## config.mk

```make
export PLATFORM = sky130hd
export DESIGN_NAME = aes_spi_host_seq
export DESIGN_NICKNAME = d
export VERILOG_FILES = /design/src/rtl/aes_spi_host_seq.sv
export SDC_FILE = /design/constraint.sdc
export NUM_CORES = 1
export LEC_CHECK = 0
export ABC_CLOCK_PERIOD_IN_PS = 2600
export CORE_MARGIN = 2
export CORE_UTILIZATION = 51
export CTS_BUF_LIST = sky130_fd_sc_hd__clkbuf_16
export DETAILED_ROUTE_END_ITERATION = 16
export PLACE_DENSITY = 0.84
export SLEW_MARGIN = 40
export SYNTH_ARGS = -nofsm -noshare
export SYNTH_HDL_FRONTEND = slang
export SYNTH_SLANG_ARGS = --single-unit
export TNS_END_PERCENT = 10
```

## constraint.sdc

```tcl
create_clock -name clk -period 2.6 [get_ports clk]
set_clock_uncertainty 0.05 [all_clocks]
set_input_delay 0.26 -clock clk [delete_from_list [all_inputs] [get_ports clk]]
set_output_delay 0.26 -clock clk [all_outputs]
set_load 0.05 [all_outputs]
```

## src/rtl/aes_spi_host_seq.sv

```systemverilog
// Purpose: sequences key, then data, as WORD_W words into an SPI master and assembles the returned words into a block.
// Latency: start -> first spi_tx_valid in 2 cycles; result_valid 1 cycle after the last receive done.
// Backpressure: spi_tx_valid is held until the master drops spi_cs; start is ignored while busy.
module aes_spi_host_seq #(
  parameter int WORD_W  = 16,
  parameter int BLOCK_W = 128,
  parameter int RX_SKIP = 1
) (
  input  logic               clk,
  input  logic               rst_n,
  input  logic               start,
  input  logic               mode_in,
  input  logic [BLOCK_W-1:0] key_in,
  input  logic [BLOCK_W-1:0] text_in,
  output logic               mode_out,
  output logic               busy,
  output logic [BLOCK_W-1:0] result,
  output logic               result_valid,
  input  logic               spi_cs,
  input  logic               spi_done,
  input  logic [WORD_W-1:0]  spi_rx,
  output logic [WORD_W-1:0]  spi_tx,
  output logic               spi_tx_valid
);

  localparam int NWORDS = BLOCK_W / WORD_W;
  localparam int CNT_W  = 4;

  // Counter limits; RX_SKIP + NWORDS must stay within the 4-bit counter range.
  localparam logic [CNT_W-1:0] CNT_SAT  = '1;
  localparam logic [CNT_W-1:0] CNT_ONE  = CNT_W'(1);
  localparam logic [CNT_W-1:0] TX_WORDS = CNT_W'(NWORDS);
  localparam logic [CNT_W-1:0] TX_LAST  = CNT_W'(NWORDS - 1);
  localparam logic [CNT_W-1:0] RX_FIRST = CNT_W'(RX_SKIP);
  localparam logic [CNT_W-1:0] RX_LAST  = CNT_W'(RX_SKIP + NWORDS - 1);

  typedef enum logic [2:0] {
    IDLE,
    KEY,
    GAP,
    TEXT,
    RECV,
    FINISH
  } state_t;

  state_t             state;
  logic [CNT_W-1:0]   cnt;
  logic [CNT_W-1:0]   cnt_inc;
  logic               tx_ok;
  logic [BLOCK_W-1:0] key_sr;
  logic [BLOCK_W-1:0] text_sr;

  // Saturating counter increment and "master idle, words remain" request condition.
  always_comb begin
    cnt_inc = cnt;
    if (cnt != CNT_SAT) begin
      cnt_inc = cnt + CNT_ONE;
    end
    tx_ok = spi_cs && (cnt < TX_WORDS);
  end

  // Sequencer FSM; every output is registered here.
  always_ff @(posedge clk or negedge rst_n) begin
    if (!rst_n) begin
      state        <= IDLE;
      cnt          <= '0;
      key_sr       <= '0;
      text_sr      <= '0;
      mode_out     <= 1'b0;
      busy         <= 1'b0;
      result       <= '0;
      result_valid <= 1'b0;
      spi_tx       <= '0;
      spi_tx_valid <= 1'b0;
    end else begin
      // result_valid is a single-cycle pulse raised only on entry to FINISH.
      result_valid <= 1'b0;

      case (state)
        IDLE: begin
          spi_tx_valid <= 1'b0;
          if (start) begin
            // The first key word goes straight to spi_tx; key_sr keeps the remainder.
            key_sr   <= key_in >> WORD_W;
            text_sr  <= text_in;
            mode_out <= mode_in;
            result   <= '0;
            busy     <= 1'b1;
            cnt      <= '0;
            spi_tx   <= key_in[WORD_W-1:0];
            state    <= KEY;
          end
        end

        KEY: begin
          if (spi_done) begin
            if (cnt == TX_LAST) begin
              // Stage the first text word so it is already on spi_tx during GAP.
              cnt          <= '0;
              spi_tx_valid <= 1'b0;
              spi_tx       <= text_sr[WORD_W-1:0];
              text_sr      <= text_sr >> WORD_W;
              state        <= GAP;
            end else begin
              cnt    <= cnt_inc;
              spi_tx <= key_sr[WORD_W-1:0];
              key_sr <= key_sr >> WORD_W;
            end
          end else if (!spi_cs) begin
            spi_tx_valid <= 1'b0;
          end else if (tx_ok) begin
            spi_tx_valid <= 1'b1;
          end
        end

        GAP: begin
          // The GAP cycle itself shows valid low; the request may rise again in the first TEXT cycle.
          spi_tx_valid <= tx_ok;
          state        <= TEXT;
        end

        TEXT: begin
          if (spi_done) begin
            if (cnt == TX_LAST) begin
              cnt          <= '0;
              spi_tx_valid <= 1'b0;
              spi_tx       <= '0;
              state        <= RECV;
            end else begin
              cnt     <= cnt_inc;
              spi_tx  <= text_sr[WORD_W-1:0];
              text_sr <= text_sr >> WORD_W;
            end
          end else if (!spi_cs) begin
            spi_tx_valid <= 1'b0;
          end else if (tx_ok) begin
            spi_tx_valid <= 1'b1;
          end
        end

        RECV: begin
          // Dummy words keep the master clocking so the slave can return its block.
          spi_tx <= '0;
          if (spi_done) begin
            cnt <= cnt_inc;
            // The first RX_SKIP words are slave latency and are dropped.
            if (cnt >= RX_FIRST) begin
              result <= {spi_rx, result[BLOCK_W-1:WORD_W]};
            end
            if (cnt == RX_LAST) begin
              cnt          <= '0;
              spi_tx_valid <= 1'b0;
              result_valid <= 1'b1;
              state        <= FINISH;
            end else begin
              spi_tx_valid <= 1'b1;
            end
          end else begin
            spi_tx_valid <= 1'b1;
          end
        end

        FINISH: begin
          spi_tx_valid <= 1'b0;
          busy         <= 1'b0;
          state        <= IDLE;
        end

        default: begin
          spi_tx_valid <= 1'b0;
          busy         <= 1'b0;
          cnt          <= '0;
          state        <= IDLE;
        end
      endcase
    end
  end

endmodule

```

Word-level counts from Yosys, hierarchy flattened
Cells that the tools add are included.

word-level totals
  logic and storage cells = 101
  output and inout port bits = 148
  bits in latches = 0
  register bits after elaboration = 411
  bits of input ports = 278
  memory bits (writable) = 0
  memories kept = 0
  ROM bits = 0

cells by class
  muxes and demuxes = 47
  bitwise logic cells = 2
  add/sub/neg operators = 1
  shift-type cells = 0
  equal/unequal tests = 21
  order comparisons = 2
  multipliers = 0
  div/mod/pow operators = 0
  reduce and logical (&&, ||, !) cells = 18

operators by type and width
  operator               count
  $mux W128              11
  $pmux W128 S2          2
  $pmux W128 S3          1
  $mux W16               5
  $pmux W16 S4           1
  $mux W4                6
  $mux W3                7
  $ne A2 B2 Y1 const B   10
  $pmux W4 S4            1
  $reduce_and A4 Y1      4
  $pmux W3 S5            1
  $mux W1                10
  $reduce_and A7 Y1      1
  $eq A3 B2 Y1 const B   2
  $eq A3 B3 Y1 const B   2
  $reduce_and A2 Y1      3
  $reduce_and A6 Y1      1
  $add A4 B1 Y4 const B  1
  $eq A4 B3 Y1 const B   1
  $eq A4 B4 Y1 const B   1
  $ge A4 B1 Y1 const B   1
  $lt A4 B4 Y1 const B   1
  $ne A4 B2 Y1 const B   1
  $ne A4 B4 Y1 const B   1
  13 further kinds       16

Depth between registers and ports, before layout
  depth in word-level cells = 6
  mapped depth = 8
  depth with buffers taken out = 6

Least setup slack after synthesis
Ideal clock, no wire load.

  path kind = register -> register
  start = reg cnt[0]
  end = reg text_sr[100]
  path slack = 0.561 ns
  data arrival time = 1.865 ns
  stages on the path, launching flop included = 8
  required time = 2.425 ns
  library setup time = 0.125 ns
  period minus slack after synthesis = 2.039 ns
  path buffers = 2
  cells stage by stage = dfrtp_1 -> ha_1 -> and3b_1 -> nor3_1 -> nor3_2 -> buf_6 -> buf_6 -> mux2_2

on the way
  longest elaborated chain between the ends = 3

RTL lines
  what                                    RTL line  RTL
  start, declared                         47        logic [CNT_W-1:0] cnt;
  start signal, assigned                  105       cnt <= cnt_inc;
  start signal, assigned                  130       cnt <= cnt_inc;
  start signal, assigned                  145       cnt <= cnt_inc;
  $eq A4 B3 Y1 (*)                        97, 124
  $ne A2 B2 Y1 (no source line)           n/a
  $reduce_and A6 Y1 (no source line) (*)  n/a
  end signal, assigned                    85        text_sr <= text_in;
  end signal, assigned                    102       text_sr <= text_sr >> WORD_W;
  end signal, assigned                    132       text_sr <= text_sr >> WORD_W;
  end, declared                           51        logic [BLOCK_W-1:0] text_sr;

Mark *: on every way between the ends. The rest lies on a longest branch, timed or not.
A chain may end at the register's enable or synchronous reset.

Final worst setup path
  start = reg cnt[0]
  end = reg text_sr[31]

Same word-level chain as after synthesis.

==> run metrics <==
worst skew pair latency 0.55 ns; PnR worst setup slack 0.137 ns; clock sinks 395; fmax 406 MHz; clock slew at reported path FFs 0.06 ns; final setup violation count 0; largest family of logic cells by synthesized area multiplexers; minimum clock period 2.46 ns; gpl congestion 0.836; crit share post-route 0.947; layout cell share with drive strength beyond 1 0.263; DP Worst Slack 0.0523 ns; Detail Route Antenna Nets 0; crit-path max FO 128; Initial Utilization 0.518; P per Cell Area 1300 nW/um2; IO Count 426; DPL Wire Length 32900 um; clk buf depth 3; DR vias/cell 5.21; number of fill cells 2590; number of synthesized flops with an enable pin 0; Slew headroom 0.572; fin nets 2212; Worst EP required 2.97 ns; status complete, no violations; global-route wire length before repair 72600 um; Fin Setup TNS 0 ns; Lkg Pwr 11.9 nW; worst path arrival time 2.84 ns; Clock Tree Root clkbuf_16; most frequent cells in the layout clkdlybuf4s50_1 (424), dfrtp_1 (395), mux2_2 (357); total track usage 0.238; Worst IR Drop VDD 1.08 mV; placed cell areas 23800 um2; CTS Buf Count 43; unrepaired setup endpoints after global routing false; placed cell count 2353; max_cap viols 0; Worst setup SP type flop; unique cell type count in the Yosys netlist 40; via count 12700; Crit Path Class flop to flop; GRT Residual Overflow 0; CTS tree done; DIE AREA 38800 um2; HP Class input port to flop; H-tree depth 2; Avg WL per Cell 19.1 um; XOR/XNOR Fraction of Synth Area 0.000923; multiplexer area fraction after synthesis 0.335; final cell count without fillers 2432; Yosys warnings 0; I/O Buffers 425; final-report hold violation count 0; async set-or-reset flop fraction in the synthesized netlist 1.00; Avg Inst Size Synth 12.4 um2; Mapped Nets 1808; Area Overhead vs Synth 32.4%; core region area 36600 um2; total wire length 46400 um; initial antenna violation count 7; DRC viols 0; Worst setup EP type flop; crit path max-delay cell type clkbuf_16; adder-cell share of the synthesized area 0.00198; Post-synth top flop dfrtp_1; CP Buf/Inv Count 1; die height 197 um; Post-CTS Setup Bufs 0; Die W 197 um; number of DRC markers in iteration 0 585; Post-Synthesis Cells 1527; pin count of the biggest net entering global routing 130; Final Cell Area 25100 um2; Initial DRT Pass Iterations 5; worst slew pin tran 0.642 ns; Slew Limit Fails 0; commonest non-fill, non-tap cell in the layout clkdlybuf4s50_1; Std-Cell Rows 70; post-synthesis compound-gate area fraction 0.0235; sequential area share after synthesis 0.521; Seq cells post-synth 395; critical path's largest stage delay 0.52 ns; mapped cell area 19000 um2; worst-path cell chain ha_2 > and3b_2 > nor3_1 > nor3_4 > clkbuf_16 > mux2_2; Largest delay share family, worst path simple AND/OR/NAND/NOR gates; Synth Area in Simple Gates 0.0574; number of global-route vias before repair 13300
## cell usage after synthesis (3+ instances only)
cell type | n | area (um2)
nor2b_1 | 18 | 113
clkbuf_1 | 15 | 56.3
buf_1 | 7 | 26.3
buf_2 | 53 | 265
mux2_4 | 60 | 901
a22oi_1 | 17 | 128
o21ai_0 | 21 | 105
nor3_1 | 4 | 20.0
a31oi_1 | 16 | 100
inv_1 | 147 | 552
nor2_1 | 25 | 93.8
a21oi_1 | 6 | 30.0
dfrtp_1 | 395 | 9880
buf_6 | 21 | 236
nand2_1 | 167 | 627
nand3_1 | 21 | 105
ha_1 | 3 | 37.5
mux2_2 | 357 | 4020
mux2i_1 | 144 | 1440
o22ai_1 | 3 | 18.8
## kinds of logic (layout without fill, tap and decap cells)
group,count (synthesis),after routing
other cells,0,3
fa+ha+maj,3,3
buf+inv,244,678
flops,395,395
simple gates,251,251
compound gates,71,71
mux,561,561
xor+xnor,2,2
## sequential cells by signal (all words and copies together) (netlist names)
| name | cells |
|---|---|
| state | 3 |
| result | 128 |
| result_valid | 1 |
| busy | 1 |
| text_sr | 128 |
| spi_tx_valid | 1 |
| key_sr | 112 |
| cnt | 4 |
| mode_out | 1 |
| spi_tx | 16 |
## layer usage
metal	vias to the layer above	global-route usage	wire, um
met3	115	0.0691	3350
met1	6176	0.287	18200
met4	8	0.0961	1800
met5	-	0	55
met2	388	0.402	23000
li1	5978	-	-
## path summary, 6_finish.rpt
path / startpoint / endpoint / slack, ns / cells after the start
min reg2reg: text_sr[35] / text_sr[35] / 0.45 / 1
max: cnt[0] / text_sr[31] / 0.14 / 6
max in group asynchronous: rst_n / key_sr[71] / 1.48 / 3
min: spi_rx[13] / result[125] / 0.20 / 3
max reg2reg: cnt[0] / text_sr[31] / 0.14 / 6
min in group asynchronous: rst_n / text_sr[115] / 0.21 / 2
## per-stage QoR
step	hold slack, ns	utilization	total power, mW
CTS	0.184	0.686	33.0
floorplan	-0.0856	-	22.1
finish	0.204	0.687	32.7
global route	0.209	0.687	34.4
detailed placement	0.186	0.649	26.9
global placement	0.185	0.649	26.3
## worst reg2reg max path, cell delays in order (launching register included)
cell,delay (ns)
dfrtp_1,0.43
ha_2,0.28
and3b_2,0.27
nor3_1,0.10
nor3_4,0.21
clkbuf_16,0.52
mux2_2,0.50
## power breakdown
group	total [mW]	internal [mW]	switching [mW]
combinational	16.1	7.50	8.57
clock	5.94	3.50	2.44
sequential	10.7	8.94	1.78
total	32.7	19.9	12.8
## layout make-up
type,instances,area [um2],share of cell area
inverters,147,552,0.0220
well taps,468,586,0.0233
diodes,3,7.51,0.000299
clock inverters,30,233,0.00926
multi-input cells,888,8010,0.319
clock buffers,45,1130,0.0448
repair buffers,456,4740,0.188
flip-flops and latches,395,9880,0.393
## timing repair
item	in CTS	in global routing
endpoints found under the setup margin	0	128
hold buffers	1	0
resized for setup	0	4
hold endpoints to repair	50	0
No activity file was read; power rests on OpenSTA's default activity.
